===== src/rtl/tone_generator_if.sv =====
// Note-to-amplifier link: decoder-side note strobe in, audio and status out.
// TONE_VOLUME_EN adds the 4-bit volume control to the bundle.
interface tone_generator_if #(
    parameter int PERIOD_W = 26
);
    logic [PERIOD_W-1:0] note_period;
    logic                note_valid;
    logic                audio_out;
    logic                amp_en;
    logic                playing;
`ifdef TONE_VOLUME_EN
    logic [3:0]          volume;

    modport master (
        output note_period, note_valid, volume,
        input  audio_out, amp_en, playing
    );

    modport slave (
        input  note_period, note_valid, volume,
        output audio_out, amp_en, playing
    );
`else
    modport master (
        output note_period, note_valid,
        input  audio_out, amp_en, playing
    );

    modport slave (
        input  note_period, note_valid,
        output audio_out, amp_en, playing
    );
`endif
endinterface


===== src/rtl/tone_generator.sv =====
// Square-wave tone generator with a retriggerable sustain timer and amplifier enable.
// Optional TONE_VOLUME_EN gates each high half-period with a 4-bit PWM volume.
module tone_generator #(
    parameter int PERIOD_W       = 26,
    parameter int SUSTAIN_CYCLES = 25000000
) (
    input  logic           clk,
    input  logic           rst_n,
    tone_generator_if.slave bus
);
    localparam int                  SUS_W      = $clog2(SUSTAIN_CYCLES + 1);
    localparam logic [SUS_W-1:0]    SUS_RELOAD = SUS_W'(SUSTAIN_CYCLES - 1);
    localparam logic [PERIOD_W-1:0] MIN_PERIOD = PERIOD_W'(2);
    localparam logic [PERIOD_W-1:0] ONE        = PERIOD_W'(1);

    typedef enum logic {
        IDLE = 1'b0,
        PLAY = 1'b1
    } state_e;

    state_e              state_q, state_d;
    logic [PERIOD_W-1:0] period_q, period_d;
    logic [PERIOD_W-1:0] half_q, half_d;
    logic [SUS_W-1:0]    sus_q, sus_d;
    logic                tone_q, tone_d;
    logic                audio_q, audio_d;
    logic                key_ok, key_silent, at_wrap;
`ifdef TONE_VOLUME_EN
    logic [3:0]          pwm_q, pwm_d;
`endif

    assign key_ok     = bus.note_valid && (bus.note_period >= MIN_PERIOD);
    assign key_silent = bus.note_valid && (bus.note_period < MIN_PERIOD);
    assign at_wrap    = (half_q == period_q - ONE);

    // NOTE: sequential state uses non-blocking assignments so every register
    // samples the pre-edge value of the others, independent of statement order.
    always_ff @(posedge clk) begin
        if (!rst_n) begin
            state_q  <= IDLE;
            period_q <= '0;
            half_q   <= '0;
            sus_q    <= '0;
            tone_q   <= 1'b0;
            audio_q  <= 1'b0;
`ifdef TONE_VOLUME_EN
            pwm_q    <= '0;
`endif
        end else begin
            state_q  <= state_d;
            period_q <= period_d;
            half_q   <= half_d;
            sus_q    <= sus_d;
            tone_q   <= tone_d;
            audio_q  <= audio_d;
`ifdef TONE_VOLUME_EN
            pwm_q    <= pwm_d;
`endif
        end
    end

    // NOTE: every variable gets a hold value first so no path leaves one
    // unassigned, which would otherwise infer a latch.
    always_comb begin
        state_d  = state_q;
        period_d = period_q;
        half_d   = half_q;
        sus_d    = sus_q;
        tone_d   = tone_q;

        unique case (state_q)
            IDLE: begin
                if (key_ok) begin
                    state_d  = PLAY;
                    period_d = bus.note_period;
                    half_d   = '0;
                    tone_d   = 1'b1;
                    sus_d    = SUS_RELOAD;
                end
            end
            PLAY: begin
                if (at_wrap) begin
                    half_d = '0;
                    tone_d = ~tone_q;
                end else begin
                    half_d = half_q + ONE;
                end

                // A fresh key beats sustain expiry; a silence code stops at once.
                if (key_silent) begin
                    state_d = IDLE;
                    tone_d  = 1'b0;
                    half_d  = '0;
                end else if (key_ok) begin
                    sus_d = SUS_RELOAD;
                    if (bus.note_period != period_q) begin
                        period_d = bus.note_period;
                        half_d   = '0;
                        tone_d   = tone_q;
                    end
                end else if (sus_q == '0) begin
                    state_d = IDLE;
                    tone_d  = 1'b0;
                    half_d  = '0;
                end else begin
                    sus_d = sus_q - SUS_W'(1);
                end
            end
            default: state_d = IDLE;
        endcase
    end

    always_comb begin
        audio_d = (state_d == PLAY) && tone_d;
`ifdef TONE_VOLUME_EN
        pwm_d   = pwm_q + 4'd1;
        audio_d = audio_d && (pwm_q < bus.volume);
`endif
    end

    assign bus.audio_out = audio_q;
    assign bus.playing   = (state_q == PLAY);
    assign bus.amp_en    = (state_q == PLAY);

endmodule


===== src/flat_wrapper.sv =====
// flat-port wrapper written by rule: the top's interface ports become plain ports
module tone_generator_flat 
#(
    parameter int PERIOD_W       = 26,
    parameter int SUSTAIN_CYCLES = 25000000
)
  (clk, rst_n, bus_note_period, bus_note_valid, bus_audio_out, bus_amp_en, bus_playing);
  tone_generator_if #(.PERIOD_W(PERIOD_W)) bus_i ();
  input  logic clk;
  input  logic rst_n;
  input wire logic [$bits(bus_i.note_period)-1:0] bus_note_period;
  input wire logic [$bits(bus_i.note_valid)-1:0] bus_note_valid;
  output wire logic [$bits(bus_i.audio_out)-1:0] bus_audio_out;
  output wire logic [$bits(bus_i.amp_en)-1:0] bus_amp_en;
  output wire logic [$bits(bus_i.playing)-1:0] bus_playing;
  assign bus_i.note_period = bus_note_period;
  assign bus_i.note_valid = bus_note_valid;
  assign bus_audio_out = bus_i.audio_out;
  assign bus_amp_en = bus_i.amp_en;
  assign bus_playing = bus_i.playing;
  tone_generator #(.PERIOD_W(PERIOD_W), .SUSTAIN_CYCLES(SUSTAIN_CYCLES)) u_core (.clk(clk), .rst_n(rst_n), .bus(bus_i));
endmodule

===== config.mk =====
export PLATFORM = sky130hd
export DESIGN_NAME = tone_generator_flat
export DESIGN_NICKNAME = d
export VERILOG_FILES = /design/src/rtl/tone_generator_if.sv /design/src/rtl/tone_generator.sv /design/src/flat_wrapper.sv
export SDC_FILE = /design/constraint.sdc
export NUM_CORES = 1
export LEC_CHECK = 0
export ABC_CLOCK_PERIOD_IN_PS = 3500
export CAP_MARGIN = 20
export CORE_ASPECT_RATIO = 0.8
export CORE_MARGIN = 5
export CORE_UTILIZATION = 30
export CTS_BUF_LIST = sky130_fd_sc_hd__clkbuf_2
export CTS_CLUSTER_DIAMETER = 120
export CTS_CLUSTER_SIZE = 40
export DETAILED_ROUTE_END_ITERATION = 6
export PLACE_DENSITY = 0.51
export SETUP_SLACK_MARGIN = 0.15
export SKIP_CTS_REPAIR_TIMING = 1
export SLEW_MARGIN = 20
export SYNTH_ARGS = -nofsm -noshare
export SYNTH_HDL_FRONTEND = slang
export SYNTH_SLANG_ARGS = --single-unit

===== constraint.sdc =====
create_clock -name clk -period 3.5 [get_ports clk]
set_input_delay 1.05 -clock clk [delete_from_list [all_inputs] [get_ports clk]]
set_output_delay 1.05 -clock clk [all_outputs]
set_load 0.03 [all_outputs]

==> impl_metrics.toml <==
[status]
outcome = "finished, final reports clean"

[floorplanning]
die_x_um = 152
die_area_sq_mm = 0.0188
row_count = 41
ios = 32
die_h_um = 124
core-area_sq_mm = 0.0158
initial_core_util_pct = 30.6

[timing]
finalHoldViolCount = 0
tightest_slew_ps = 945
finalSetupViolations = 0
slew_headroom_pct = 36.1
max_freq_mhz = 311
rsz0062_at_grt = "false"
drv_slew = 0
period_needed_ps = 3210
fin_skew_ps = 10.9
tns_ps = 0
fin_crit_sh_pct = 91.9

[setup_path]
worst_setup_path_start_kind = "primary input"
cp_data_arrival_time_ps = 3730
end_kind = "flop"
criticalPathCategory = "in -> reg"
worstPathMaxFanout = 5
critPathRequiredTime_ps = 4020

[route]
totalWireLength_um = 14300
antenna_violating_nets_post_route = 0
first_pass_iters = 5
drc = 0
vias = 4344
vias_per_cell = 5.12
wl_per_cell_um = 16.9
drt_iter0_drc = 327

[place]
portBuffers = 31
placed_area_sq_mm = 0.00556
dp_hpwl_um = 11100
gp_routability_congestion = 0.905

[clock_network]
path_clk_slew_ps = 220
numCtsBuffers = 9
cts_sinks = 80
clkLatencyLatePin_ps = 580
cts_buffer_depth = 2
cts_tree = "built"
htreeDepth = 3
clockRootBuffer = "clkbuf_2"

[synthesis]
synth_cell_types = 64
synthAdderAreaFrac_pct = 0.775
ys_ff_latch = 80
synth_warnings = 0
synth_top_area_share_pct = 33.1
netlist_top_cells_count = "nor2_1, dfxtp_1, xnor2_1, xor2_1, mux2i_1"
yosysMostFrequentCell = "nor2_1"
syn-num-nets = 617
synth_compound_area_share_pct = 11.6
synth_top_family_by_area = "simple AND/OR/NAND/NOR gates"
synthArstFlopShare_pct = 0
yosys.area.top_type = "dfxtp_1"
yosys_most_used_dff = "dfxtp_1"
synth_edf_count = 0
synthSimpleGateAreaFrac_pct = 28.0
syn_inst = 585
syn_area_sq_mm = 0.00484
syn_area_per_cell_sq_um = 8.28
synthTopCellsByArea = "dfxtp_1, xnor2_1, xor2_1"
synthXorXnorAreaFrac_pct = 17.0
synthMuxAreaShare_pct = 5.37
seq_area_frac_synth_pct = 33.1

[final_layout]
area_growth_pct = 16.7
nets = 661
drive_gt1_share_pct = 9.95
fin_util_pct = 35.8
stdcell_area_sq_mm = 0.00565

[global_routing]
grt_pass1_wl_um = 23100
grt_use_total_pct = 15.7
grt_overflow = 0
antenna_found_initial = 1
first_global_vias = 4125
grt_max_degree = 31

[hold_path]
min_path_type = "reg -> reg"

[pwr]
p_leak_nw = 2.07
ir_drop_mv = 0.108
powerDensity_mw_per_mm2 = 336

[job]
drv_cap = 0
==> per-stage QoR <==
step                hold WS, ps  power, W  instances  worst slack [ps]
floorplan                   450   0.00131        585               750
global placement            464   0.00147        833              -377
detailed placement          472   0.00148        833              -386
CTS                         511   0.00192        848               263
global route                562   0.00201        849               192
finish                      511   0.00190        849               285
==> cells in the final DEF (no fill, tap or decap), drive strengths merged, types with 5 or more instances in the layout <==
master	synthesis	final
nor4	26	26
o31ai	7	7
nand2	25	25
xor2	46	46
nand3	25	25
clkdlybuf4s50	0	31
or3	12	12
or4	5	5
a31oi	5	5
nand4	18	18
a21oi	19	19
and3	6	6
clkbuf	19	9
buf	13	34
dfxtp	80	80
o21ai	12	12
xnor2	48	48
inv	13	13
nor3	24	24
mux2i	26	26
nor2	93	93
==> metal layers <==
layer,global-route usage (%),routed length [um]
met5,0,0
met4,3.20,135
met3,3.82,785
met2,22.3,5720
met1,23.8,7680
==> logic make-up after synthesis <==
| group | after synthesis |
|---|---|
| xor gates and xnor gates | 94 |
| buffers and inverters | 46 |
| and+or+nand+nor | 256 |
| adders and majority gates | 3 |
| muxes | 26 |
| AOI/OAI and AO/OA | 80 |
| DFF | 80 |
==> critical path, cell delays in order <==
cell	delay, ps
clkdlybuf4s50_1	530
nor4_2	450
nand4_1	280
buf_4	220
o21ai_1	290
o21ai_1	300
nand2_1	240
buf_4	160
o31ai_1	60
a21boi_0	160
==> worst paths after layout <==
check,depth (start not counted),start,slack [ps],endpoint
worst min-delay path,2,u_core.sus_q[18],510,u_core.sus_q[18]
worst min register to register,2,u_core.sus_q[18],510,u_core.sus_q[18]
worst max register to register,10,u_core.period_q[1],350,u_core.bus.audio_out
worst max-delay path,10,bus_note_period[1],290,u_core.sus_q[20]
==> sequential cells by signal, summed over array words and instances, names as in the netlist <==
name and flops:
u_core.bus.audio_out 1, u_core.half_q 26, u_core.tone_q 1, u_core.period_q 26, u_core.bus.amp_en 1, u_core.sus_q 25
==> layout make-up <==
type	instances	area [sq um]
diodes	1	2.50
clock buffers	9	45.0
multi-input cells	459	3050
fillers	1680	10100
clock inverters	6	37.5
inverters	14	52.6
repair buffers	65	591
flip-flops and latches	80	1600
well taps	215	269
==> power breakdown <==
| group | total, W | leakage, nW | switching, W | internal, W |
|---|---|---|---|---|
| registers | 0.00101 | 0.657 | 0.0000586 | 0.000953 |
| clock network | 0.000428 | 0.0411 | 0.000345 | 0.0000830 |
| logic | 0.000458 | 1.38 | 0.000254 | 0.000204 |
Note: power is estimated with default switching activity, not from simulation.
